<file path="config.mk">
export PLATFORM = sky130hd
export DESIGN_NAME = spi_sample_rx
export DESIGN_NICKNAME = d
export VERILOG_FILES = /design/src/rtl/spi_rx_pkg.sv /design/src/rtl/sync_fifo.sv /design/src/rtl/spi_sample_rx.sv
export SDC_FILE = /design/constraint.sdc
export NUM_CORES = 1
export LEC_CHECK = 0
export ABC_CLOCK_PERIOD_IN_PS = 3500
export CORE_MARGIN = 4
export CORE_UTILIZATION = 60
export CTS_CLUSTER_SIZE = 25
export DETAILED_ROUTE_END_ITERATION = 8
export PLACE_DENSITY = 0.82
export SLEW_MARGIN = 5
export SYNTH_ARGS = -nofsm -noshare
export SYNTH_HDL_FRONTEND = slang
export SYNTH_HIERARCHICAL = 1
export SYNTH_SLANG_ARGS = --single-unit
</file>
<file path="constraint.sdc">
create_clock -name clk -period 3.5 [get_ports clk]
set_input_delay 0.7 -clock clk [delete_from_list [all_inputs] [get_ports clk]]
set_output_delay 0.7 -clock clk [all_outputs]
set_load 0.05 [all_outputs]
</file>
<file path="src/rtl/spi_rx_pkg.sv">
// -----------------------------------------------------------------------------
// spi_rx_pkg
// Shared constants for the SPI sample receiver:
//   - default sample / address widths
//   - SPI mode encoding, packed as {CPOL, CPHA}
//   - helper telling whether a mode samples on the rising sclk edge
// -----------------------------------------------------------------------------
package spi_rx_pkg;

  localparam int DATA_W_DEFAULT = 12;
  localparam int ADDR_W_DEFAULT = 16;

  // SPI mode encoding, index = {CPOL, CPHA}
  localparam logic [1:0] SPI_MODE_0 = 2'b00;
  localparam logic [1:0] SPI_MODE_1 = 2'b01;
  localparam logic [1:0] SPI_MODE_2 = 2'b10;
  localparam logic [1:0] SPI_MODE_3 = 2'b11;

  // Modes 0 and 3 capture on the rising sclk edge, modes 1 and 2 on falling.
  function automatic logic sample_on_rise(input logic [1:0] mode);
    return (mode[1] ^ mode[0]) == 1'b0;
  endfunction

endpackage

</file>
<file path="src/rtl/sync_fifo.sv">
// -----------------------------------------------------------------------------
// sync_fifo
// Single-clock first-word-fall-through FIFO.
// Ports:
//   clk, rstn        : clock, asynchronous active-low reset
//   push, push_data  : write request and data; accepted when not full, or
//                      when full together with a pop in the same cycle
//   pop              : consume the head entry (ignored when empty)
//   pop_data         : head entry, zero while empty
//   empty, full      : occupancy flags
// -----------------------------------------------------------------------------
module sync_fifo #(
  parameter int WIDTH = 28,
  parameter int DEPTH = 4
) (
  input  logic             clk,
  input  logic             rstn,
  input  logic             push,
  input  logic [WIDTH-1:0] push_data,
  input  logic             pop,
  output logic [WIDTH-1:0] pop_data,
  output logic             empty,
  output logic             full
);

  localparam int AW = (DEPTH > 1) ? $clog2(DEPTH) : 1;
  localparam int CW = AW + 1;
  localparam logic [CW-1:0] DEPTH_C = CW'(DEPTH);

  logic [WIDTH-1:0] mem_r [DEPTH];
  logic [AW-1:0]    wr_ptr_r;
  logic [AW-1:0]    rd_ptr_r;
  logic [CW-1:0]    count_r;
  logic             do_push_s;
  logic             do_pop_s;

  // Occupancy flags, accepted transfers and the head entry.
  always_comb begin
    empty     = (count_r == {CW{1'b0}});
    full      = (count_r == DEPTH_C);
    do_pop_s  = pop & ~empty;
    // A full FIFO can still accept a write when the head leaves in the same cycle.
    do_push_s = push & (~full | do_pop_s);
    if (empty) begin
      pop_data = {WIDTH{1'b0}};
    end else begin
      pop_data = mem_r[rd_ptr_r];
    end
  end

  // Storage, pointers and occupancy count.
  always_ff @(posedge clk or negedge rstn) begin
    if (!rstn) begin
      for (int i = 0; i < DEPTH; i++) begin
        mem_r[i] <= {WIDTH{1'b0}};
      end
      wr_ptr_r <= {AW{1'b0}};
      rd_ptr_r <= {AW{1'b0}};
      count_r  <= {CW{1'b0}};
    end else begin
      if (do_push_s) begin
        mem_r[wr_ptr_r] <= push_data;
        wr_ptr_r        <= wr_ptr_r + AW'(1);
      end
      if (do_pop_s) begin
        rd_ptr_r <= rd_ptr_r + AW'(1);
      end
      case ({do_push_s, do_pop_s})
        2'b10:   count_r <= count_r + CW'(1);
        2'b01:   count_r <= count_r - CW'(1);
        default: count_r <= count_r;
      endcase
    end
  end

endmodule

</file>
<file path="src/rtl/spi_sample_rx.sv">
// -----------------------------------------------------------------------------
// spi_sample_rx
// SPI slave receiver that packs MSB-first bytes into a little-endian bit
// stream of DATA_W-bit samples, tags each sample with a per-frame address and
// queues them in a FWFT FIFO.
// Ports:
//   clk, rstn               : system clock, asynchronous active-low reset
//   sclk, mosi, cs_n        : SPI slave pins (asynchronous to clk)
//   miso                    : tied low
//   out_valid/out_ready     : sample stream handshake
//   out_data, out_addr      : head sample and its address
//   overflow                : sticky, set when a sample is dropped on a full
//                             FIFO; cleared at frame start
// -----------------------------------------------------------------------------
module spi_sample_rx
  import spi_rx_pkg::*;
#(
  parameter int DATA_W     = DATA_W_DEFAULT,
  parameter int ADDR_W     = ADDR_W_DEFAULT,
  parameter int CPOL       = 0,
  parameter int CPHA       = 0,
  parameter int FIFO_DEPTH = 4
) (
  input  logic              clk,
  input  logic              rstn,
  input  logic              sclk,
  input  logic              mosi,
  input  logic              cs_n,
  output logic              miso,
  output logic              out_valid,
  input  logic              out_ready,
  output logic [DATA_W-1:0] out_data,
  output logic [ADDR_W-1:0] out_addr,
  output logic              overflow
);

  localparam logic       CPOL_B = 1'(CPOL);
  localparam logic       CPHA_B = 1'(CPHA);
  localparam logic [1:0] MODE   = {CPOL_B, CPHA_B};
  localparam int         ACC_W  = DATA_W + 7;
  localparam int         FILL_W = 6;
  localparam int         FIFO_W = DATA_W + ADDR_W;
  localparam logic [FILL_W-1:0] DATA_W_F = FILL_W'(DATA_W);
  localparam logic [FILL_W-1:0] BYTE_F   = 6'd8;

  // Synchronisers: bit 0 is the metastability flop, bit 1 the usable copy.
  logic [1:0] sclk_sync_r;
  logic [1:0] mosi_sync_r;
  logic [1:0] cs_sync_r;
  logic       sclk_s;
  logic       mosi_s;
  logic       cs_s;

  logic       sclk_prev_r;
  logic       cs_prev_r;
  logic [1:0] sync_ready_r;
  logic       armed_r;
  logic       frame_r;

  logic       sclk_rise_s;
  logic       sclk_fall_s;
  logic       sample_edge_s;
  logic       cs_fall_s;
  logic       cs_rise_s;
  logic       bit_edge_s;

  logic [7:0] shift_r;
  logic [2:0] bit_cnt_r;
  logic       byte_stb_r;

  logic [ACC_W-1:0]  acc_r;
  logic [FILL_W-1:0] fill_r;
  logic [ADDR_W-1:0] addr_r;
  logic [ACC_W-1:0]  acc_or_s;
  logic [FILL_W-1:0] fill_sum_s;
  logic              emit_s;

  logic              push_r;
  logic [DATA_W-1:0] push_data_r;
  logic [ADDR_W-1:0] push_addr_r;
  logic              overflow_r;

  logic              pop_s;
  logic              fifo_empty_s;
  logic              fifo_full_s;
  logic [FIFO_W-1:0] fifo_head_s;

  // Two-flop synchronisers for the SPI pins; reset values match idle levels.
  always_ff @(posedge clk or negedge rstn) begin
    if (!rstn) begin
      sclk_sync_r <= {2{CPOL_B}};
      mosi_sync_r <= 2'b00;
      cs_sync_r   <= 2'b11;
    end else begin
      sclk_sync_r <= {sclk_sync_r[0], sclk};
      mosi_sync_r <= {mosi_sync_r[0], mosi};
      cs_sync_r   <= {cs_sync_r[0], cs_n};
    end
  end

  assign sclk_s = sclk_sync_r[1];
  assign mosi_s = mosi_sync_r[1];
  assign cs_s   = cs_sync_r[1];

  // Edge history and frame tracking.
  // armed_r is only set once the synchroniser carries the real pin level and
  // cs_n has been seen high; this keeps a reset released mid-frame from
  // mistaking the synchroniser's 1->0 flush for a frame start.
  always_ff @(posedge clk or negedge rstn) begin
    if (!rstn) begin
      sclk_prev_r  <= CPOL_B;
      cs_prev_r    <= 1'b1;
      sync_ready_r <= 2'b00;
      armed_r      <= 1'b0;
      frame_r      <= 1'b0;
    end else begin
      sclk_prev_r  <= sclk_s;
      cs_prev_r    <= cs_s;
      sync_ready_r <= {sync_ready_r[0], 1'b1};
      armed_r      <= armed_r | (sync_ready_r[1] & cs_s);
      if (cs_fall_s) begin
        frame_r <= 1'b1;
      end else if (cs_rise_s) begin
        frame_r <= 1'b0;
      end else begin
        frame_r <= frame_r;
      end
    end
  end

  // Edge decode and selection of the capture edge for this SPI mode.
  always_comb begin
    sclk_rise_s = sclk_s & ~sclk_prev_r;
    sclk_fall_s = ~sclk_s & sclk_prev_r;
    case (MODE)
      SPI_MODE_0, SPI_MODE_3: sample_edge_s = sclk_rise_s;
      SPI_MODE_1, SPI_MODE_2: sample_edge_s = sclk_fall_s;
      default:                sample_edge_s = 1'b0;
    endcase
    if (!sample_on_rise(MODE)) begin
      sample_edge_s = sclk_fall_s;
    end else begin
      sample_edge_s = sclk_rise_s;
    end
    cs_fall_s  = cs_prev_r & ~cs_s & armed_r;
    cs_rise_s  = ~cs_prev_r & cs_s;
    bit_edge_s = sample_edge_s & frame_r & ~cs_s;
  end

  // Byte assembly: MSB-first shift, 3-bit counter, strobe after the 8th bit.
  always_ff @(posedge clk or negedge rstn) begin
    if (!rstn) begin
      shift_r    <= 8'h00;
      bit_cnt_r  <= 3'd0;
      byte_stb_r <= 1'b0;
    end else begin
      byte_stb_r <= bit_edge_s && (bit_cnt_r == 3'd7);
      if (cs_fall_s || cs_rise_s) begin
        // Any partial byte is abandoned at a frame boundary.
        bit_cnt_r <= 3'd0;
      end else if (bit_edge_s) begin
        shift_r   <= {shift_r[6:0], mosi_s};
        bit_cnt_r <= bit_cnt_r + 3'd1;
      end else begin
        bit_cnt_r <= bit_cnt_r;
      end
    end
  end

  // Packer datapath: merge the new byte above the bits already held.
  always_comb begin
    acc_or_s   = acc_r | (ACC_W'(shift_r) << fill_r);
    fill_sum_s = fill_r + BYTE_F;
    if (byte_stb_r && (fill_sum_s >= DATA_W_F)) begin
      emit_s = 1'b1;
    end else begin
      emit_s = 1'b0;
    end
  end

  // Packer state, sample address and the registered FIFO write.
  // A strobe coincident with frame end is still packed (and may emit);
  // only the leftover partial sample is then discarded.
  always_ff @(posedge clk or negedge rstn) begin
    if (!rstn) begin
      acc_r       <= {ACC_W{1'b0}};
      fill_r      <= {FILL_W{1'b0}};
      addr_r      <= {ADDR_W{1'b0}};
      push_r      <= 1'b0;
      push_data_r <= {DATA_W{1'b0}};
      push_addr_r <= {ADDR_W{1'b0}};
    end else begin
      push_r <= emit_s;
      if (emit_s) begin
        push_data_r <= acc_or_s[DATA_W-1:0];
        push_addr_r <= addr_r;
      end
      if (cs_fall_s) begin
        acc_r  <= {ACC_W{1'b0}};
        fill_r <= {FILL_W{1'b0}};
        addr_r <= {ADDR_W{1'b0}};
      end else begin
        if (byte_stb_r) begin
          if (emit_s) begin
            acc_r  <= acc_or_s >> DATA_W;
            fill_r <= fill_sum_s - DATA_W_F;
            // Address advances even if the FIFO later drops this sample.
            addr_r <= addr_r + ADDR_W'(1);
          end else begin
            acc_r  <= acc_or_s;
            fill_r <= fill_sum_s;
          end
        end
        if (cs_rise_s) begin
          acc_r  <= {ACC_W{1'b0}};
          fill_r <= {FILL_W{1'b0}};
        end
      end
    end
  end

  assign pop_s = ~fifo_empty_s & out_ready;

  // Sticky overflow: a push refused because the FIFO is full and not popping.
  always_ff @(posedge clk or negedge rstn) begin
    if (!rstn) begin
      overflow_r <= 1'b0;
    end else if (cs_fall_s) begin
      overflow_r <= 1'b0;
    end else if (push_r && fifo_full_s && !pop_s) begin
      overflow_r <= 1'b1;
    end else begin
      overflow_r <= overflow_r;
    end
  end

  sync_fifo #(
    .WIDTH (FIFO_W),
    .DEPTH (FIFO_DEPTH)
  ) u_fifo (
    .clk       (clk),
    .rstn      (rstn),
    .push      (push_r),
    .push_data ({push_addr_r, push_data_r}),
    .pop       (pop_s),
    .pop_data  (fifo_head_s),
    .empty     (fifo_empty_s),
    .full      (fifo_full_s)
  );

  assign out_valid = ~fifo_empty_s;
  assign out_data  = fifo_head_s[DATA_W-1:0];
  assign out_addr  = fifo_head_s[FIFO_W-1:DATA_W];
  assign overflow  = overflow_r;
  assign miso      = 1'b0;

endmodule

</file>
==> metrics.txt <==
largest net degree at the start of global routing 118; Max transition margin 0.274; HPWL after DPL 12.4 mm; number of synthesized flops with an enable pin 0; Yosys reg bits 212; Fin Clk Skew 8.74 ps; Syn Inst Count 731; Die H 135 µm; Setup crit end kind output pin; Lkg Pwr 5.15 nW; placed insts 960; Pwr Density 512 nW/µm²; Distinct cells, synth 56; Clock Power Share 0.421; grt total ovfl 0; Worst EP required 2800 ps; setup bufs post-CTS 0; P_int 4.21 mW; I/O pin cnt 37; # DRC 0; TritonRoute pass-1 iters 5; YS warnings 6; Via density 5.92; fraction of power consumed by sequential logic 0.465; Avg WL per Cell 19.0 µm; Switching Fraction 0.248; global-route wire length before repair 32.6 mm; ys flop type dfrtp_1; worst path cell trace buf_12 > mux4_2 > nor2b_1 > clkdlybuf4s50_1; die area 18200 µm²; min Tclk post-route 3390 ps; Post-Place Worst Slack 463 ps; startpoint type of the worst setup path flip-flop; antenna violations before repair 0; share of layout cells above drive strength 1 0.301; RSZ-0062 raised after global routing false; family with the most delay on the worst path buffers and inverters; worst path bufs/invs 2; cell taking the most area after synthesis dfrtp_1; slew of the pin with the lowest slew margin 1070 ps; final setup fails 0; clk sinks 212; sequential area share after synthesis 0.551; WP data arrival 2690 ps; Initial Util 0.609; Max Buffers Root-to-Sink 3; GRT Total Usage 0.219; routability cong. 0.846; fill cell count 1021; Clock Latency Late Sink 500 ps; Final nets 788; Die W 135 µm; vias 5916; routed wire length 19.0 mm; FMAX 295 MHz; Slew Viols, Final 0; status completed; Setup CP Type reg -> out; Worst Setup SP u_fifo/rd_ptr_r[0]; clock-pin slew on the worst setup and hold paths 60 ps; antenna fix cells 0; Mapped Area 9640 µm²; core area 15800 µm²; vias in the first global route 6415; Area contributors post-synth dfrtp_1 (54%), mux2_2 (16%), mux4_2 (6.5%); CP max stage cell clkdlybuf4s50_1; final period utilization 0.969; Root Buffer clkbuf_16; Synth-to-Final Area Change 13.7%; Post-synth ARST share 1.00; Port Buffers 35; post-route setup slack 108 ps; Final TNS setup 0 ps; DRT iter0 DRCs 327; worst min path class in -> async; H-Tree Depth 1; syn_area_per_cell 13.2 µm²; total of max-cap violations 0; Post-DRT Antenna Nets 0; critical-path maximum fanout 21; Logic pwr share 0.114; Hold Vio Cnt, Final 0; largest stage delay on the critical path 710 ps; Site Rows 46; Reg-to-Reg Start fill_r[3]; Synth top area share 0.542; fin cells 999; CTS tree built; P_sw 1.39 mW; syn nets 750; Inserted Clock Buffers 23; Worst VDD drop 324 µV
## metrics by stage
stage	util	hold slack [ps]	power (mW)	area, µm²
after floorplan	-	331	3.07	9640
after global placement	0.645	333	3.28	10200
after detailed placement	0.645	335	3.30	10200
after CTS	0.692	348	5.67	10900
after global routing	0.692	363	5.84	11000
final	0.692	324	5.61	11000
## cells in the final DEF (no fill, tap or decap), types with 4 or more instances in the layout
| cell type | synthesis | final |
|---|---|---|
| o21ai_0 | 27 | 27 |
| a31oi_1 | 6 | 6 |
| nor2b_1 | 36 | 36 |
| nor2_2 | 4 | 4 |
| o31ai_1 | 7 | 7 |
| nand4_1 | 4 | 4 |
| a22o_1 | 6 | 6 |
| and2_1 | 5 | 5 |
| a21oi_1 | 27 | 27 |
| mux2_2 | 138 | 138 |
| clkbuf_8 | 0 | 5 |
| xnor2_1 | 6 | 6 |
| inv_1 | 19 | 19 |
| buf_4 | 3 | 11 |
| clkbuf_16 | 0 | 23 |
| xor2_1 | 7 | 7 |
| a221oi_1 | 5 | 5 |
| nand2b_1 | 5 | 5 |
| ha_1 | 12 | 12 |
| clkinv_2 | 0 | 5 |
| nor2_1 | 40 | 40 |
| nand2_1 | 34 | 34 |
| dfrtp_1 | 209 | 208 |
| nor3_1 | 10 | 9 |
| clkdlybuf4s50_1 | 0 | 30 |
| mux4_2 | 28 | 28 |
| mux2i_1 | 5 | 5 |
| or4_1 | 7 | 7 |
| nand3_1 | 8 | 8 |
## worst reg2reg max path: cells and delay by family, from the launching register on
kind / cells / cell delay [ps]
buffers and inverters: 2 / 540
flip-flops: 1 / 530
adder cells (fa/ha/maj): 1 / 380
AO/OA/AOI/OAI: 2 / 530
AND/OR/NAND/NOR: 2 / 640
## kinds of logic (layout without fill, tap and decap cells)
kind of cell | after synthesis | in the layout | synth area share
flops | 212 | 212 | 0.551
simple gates | 174 | 174 | 0.0969
mux | 171 | 171 | 0.232
compound gates | 89 | 89 | 0.0583
buf+inv | 56 | 108 | 0.0305
xor+xnor | 14 | 14 | 0.0135
fa+ha+maj | 13 | 13 | 0.0176
other cells | 2 | 2 | 0.000779
## timing repair
action | in CTS | in global routing
resized for setup | 1 | 4
setup endpoints to repair | 1 | 18
hold buffers | 0 | 0
## synth_stat cells (8+ instances only)
cell type,n
dfrtp_1,209
mux2_2,138
nor2_1,40
nor2b_1,36
nand2_1,34
mux4_2,28
a21oi_1,27
o21ai_0,27
inv_1,19
clkbuf_1,14
ha_1,12
buf_2,10
nor3_1,10
buf_6,8
nand3_1,8
## power groups by stage
stage	clock network [mW]	logic, mW	registers [mW]
2_1_floorplan	0	0.478	2.59
3_3_place_gp	0	0.630	2.65
3_5_place_dp	0	0.647	2.65
4_1_cts	2.41	0.649	2.61
5_1_grt	2.52	0.699	2.62
6_report	2.36	0.638	2.61
## registers in the layout (all words and copies together) (netlist names), 2 cells and up
signal,flops
u_fifo/mem_r,112
acc_r,19
addr_r,16
push_addr_r,16
push_data_r,12
shift_r,8
fill_r,4
bit_cnt_r,3
u_fifo/count_r,3
cs_sync_r,2
mosi_sync_r,2
sclk_sync_r,2
sync_ready_r,2
u_fifo/rd_ptr_r,2
u_fifo/wr_ptr_r,2
## final timing paths
kind / end / slack (ps) / depth (start not counted)
setup / recovery: out_addr[5] / 110 / 4
hold / removal: u_fifo/mem_r[21] / 320 / 1
setup reg to reg: acc_r[5] / 760 / 7
hold reg to reg: sclk_sync_r[1] / 350 / 0
max in group asynchronous: shift_r[6] / 2260 / 2
min in group clk: sclk_sync_r[1] / 350 / 0
## metal layers
layer,global-route usage,routed length (µm),vias up
li1,-,-,2695
met3,0.0306,716,36
met2,0.371,9610,150
met1,0.305,8370,3035
met5,0,0,-
met4,0.0543,320,0
## cell type report
cell class,count,area [µm²],area share
well taps,216,270,0.0247
clock buffers,30,642,0.0586
clock inverters,9,104,0.00948
flip-flops and latches,212,5310,0.485
repair buffers,49,503,0.0459
inverters,20,75.1,0.00685
multi-input cells,463,4050,0.370
No activity file was read; power rests on OpenSTA's default activity.
==> variant (same flow settings) <==
Change the localparam `FILL_W` from 6 to 12.
--- a/src/rtl/spi_sample_rx.sv
+++ b/src/rtl/spi_sample_rx.sv
@@ -40,3 +40,3 @@
   localparam int         ACC_W  = DATA_W + 7;
-  localparam int         FILL_W = 6;
+  localparam int         FILL_W = 12;
   localparam int         FIFO_W = DATA_W + ADDR_W;
Function: no difference found for any inputs over 10 cycles, from zero or initial values and one cycle with rstn low; that may be too few to reach the edited logic, so the function may still have changed.
==> variant against the original RTL <==
Design area up 7.7%; sequential share of layout area down 2.2 points; total power up 3.8%; global-route usage up 1.0 points; area after synthesis up 8.5%; critical path type unchanged; cell count up 13%; via count up 18%; setup slack better by 0.11 ns; wire length up 17%; sequential cell count up 6.
==> variant: results (changes against the original RTL) <==
| Metric | Value |
|---|---|
| Distinct cells, synth | `66 (+18%)` |
| Worst slew pin tran | `0.677 ns (-0.398 ns)` |
| Leak pwr | `5.47 nW (+6.3%)` |
| Final std cells w/o fill | `1,129 (+13%)` |
| Root buf cell | `clkbuf_16` |
| DRT Pass-1 Iters | `7 (+2)` |
| Synthesized area per cell | `12.2 sq um (-7.6%)` |
| Vias/cell | `6.20 (+4.8%)` |
| Layout cell share with drive strength beyond 1 | `25.9% (-4.3 points)` |
| H-tree lvl count | `1 (unchanged)` |
| Buffers on Ports | `35 (unchanged)` |
| Xor and xnor area share after synthesis | `0.921% (-0.43 points)` |
| DPL Wire Length | `13,600 um (+9.7%)` |
| P_sw | `1.47 mW (+5.8%)` |
| First-pass GRT wire length | `37,300 um (+14%)` |
| Fin Clk Skew | `0.0178 ns (+0.00908 ns)` |
| CTS Buf Count | `23 (unchanged)` |
| Data arrival, critical path | `2.58 ns (-0.11 ns)` |
| Number of DRC markers in iteration 0 | `473 (+45%)` |
| Residual DRC | `0 (unchanged)` |
| Worst VDD drop | `0.000898 V (+180%)` |
| Worst-path clk slew | `0.06 ns (about the same)` |
| Dominant cells by area after synthesis | `dfrtp_1, mux2_2, mux4_2, nand2_1, a21oi_1` |
| Biggest regs | `u_fifo/mem_r (112), acc_r (19)` |
| Register area share after synthesis | `52.2% (-2.9 points)` |
| Pre-CTS setup slack | `0.225 ns (-0.238 ns)` |
| Fin nets | `909 (+15%)` |
| Hold crit path type | `in2async` |
| Clock Path Buffers | `3 (unchanged)` |
| Most instantiated cells after synthesis | `dfrtp_1, mux2_2, nand2_1` |
| Worst-Skew Late Latency | `0.50 ns (about the same)` |
| N_diodes | `0 (unchanged)` |
| # fillers | `1,172 (+15%)` |
| Adder-Cell Fraction of Synth Area | `1.63% (-0.14 points)` |
| Initial antenna violation count | `0 (unchanged)` |
| GRT Total Usage | `23.0% (+1.0 points)` |
| Status | `completed` |
| Number of global-route vias before repair | `7,181 (+12%)` |
| Routability Congestion | `0.834 (-1.4%)` |
| Largest net degree at the start of global routing | `80 (-32%)` |
| Critical Path Max Stage Delay | `0.84 ns (+0.13 ns)` |
| Syn nets | `878 (+17%)` |
| YS warnings | `6 (unchanged)` |
| Mux share of post-synthesis cell area | `20.9% (-2.3 points)` |
| CP top delay family | `buffers and inverters` |
| Final wirelength | `22,300 um (+17%)` |
| Crit-path slowest cell | `clkdlybuf4s50_1` |
| Async SR Flop Fraction | `100% (unchanged)` |
| CP max FO | `29 (+38%)` |
| Post-synthesis compound-gate area fraction | `8.38% (+2.6 points)` |
-- variant: changes by cell type after synthesis, moves of 6 or more --
cell and delta:
nand2_1 +53, a21oi_1 +16, mux2_2 -12, and3_1 +9, mux2i_1 +9, a211oi_1 +7, nor2_1 -7, clkbuf_1 +6
dfrtp_1 +6, o21a_1 +6, o31ai_1 +6
-- variant: layout make-up --
class,count,area (sq um),share of cell area [%]
Sequential cell,218,5460,46.3
Multi-Input combinational cell,571,4650,39.4
Clock buffer,29,628,5.32
Timing Repair Buffer,53,553,4.69
Tap cell,225,282,2.39
Clock inverter,10,138,1.17
Inverter,23,86.3,0.732
-- variant: cell families (layout without fill, tap and decap cells) --
kind of cell / Yosys count / count (layout)
simple gates: 244 / 244
other cells: 2 / 2
xor+xnor: 11 / 11
flops: 218 / 218
fa+ha+maj: 13 / 13
compound gates: 133 / 133
buf+inv: 70 / 115
mux: 168 / 168
-- variant: what timing repair did --
action | CTS | global route
setup buffers | 0 | 0
endpoints found under the setup margin | 0 | 6
gates resized for setup | 0 | 2
hold buffers | 0 | 0
-- variant: power by group through the flow --
| stage | combinational, mW | clock, mW | sequential (mW) |
|---|---|---|---|
| floorplan | 0.487 | 0 | 2.67 |
| CTS | 0.732 | 2.50 | 2.64 |
| global placement | 0.689 | 0 | 2.69 |
| global route | 0.775 | 2.61 | 2.65 |
| detailed placement | 0.712 | 0 | 2.69 |
| finish | 0.716 | 2.46 | 2.65 |
-- variant: path summary, 6_finish.rpt --
check	slack, ns	to	start	depth (start not counted)
max	0.22	out_data[5]	u_fifo/rd_ptr_r[1]	4
min	0.18	u_fifo/mem_r[104]	rstn	1
max reg2reg	0.37	acc_r[0]	fill_r[3]	8
min reg2reg	0.35	mosi_sync_r[1]	mosi_sync_r[0]	0
max in group asynchronous	2.54	addr_r[2]	rstn	2
min in group clk	0.35	mosi_sync_r[1]	mosi_sync_r[0]	0
-- variant: routing by layer --
metal / global-route usage (%) / routed length, um / up-vias
li1: - / - / 3131
met1: 31.5 / 9540 / 3589
met2: 39.3 / 11100 / 242
met3: 3.35 / 1250 / 42
met4: 5.56 / 395 / 0
met5: 0 / 0 / -
-- variant: stage by stage --
step / power [mW] / hold WS [ns] / instance area [sq um]
final: 5.82 / 0.178 / 11800
after global routing: 6.04 / 0.207 / 11800
after CTS: 5.88 / 0.201 / 11800
after detailed placement: 3.40 / 0.335 / 11000
after global placement: 3.38 / 0.333 / 11000
after floorplan: 3.15 / 0.331 / 10500
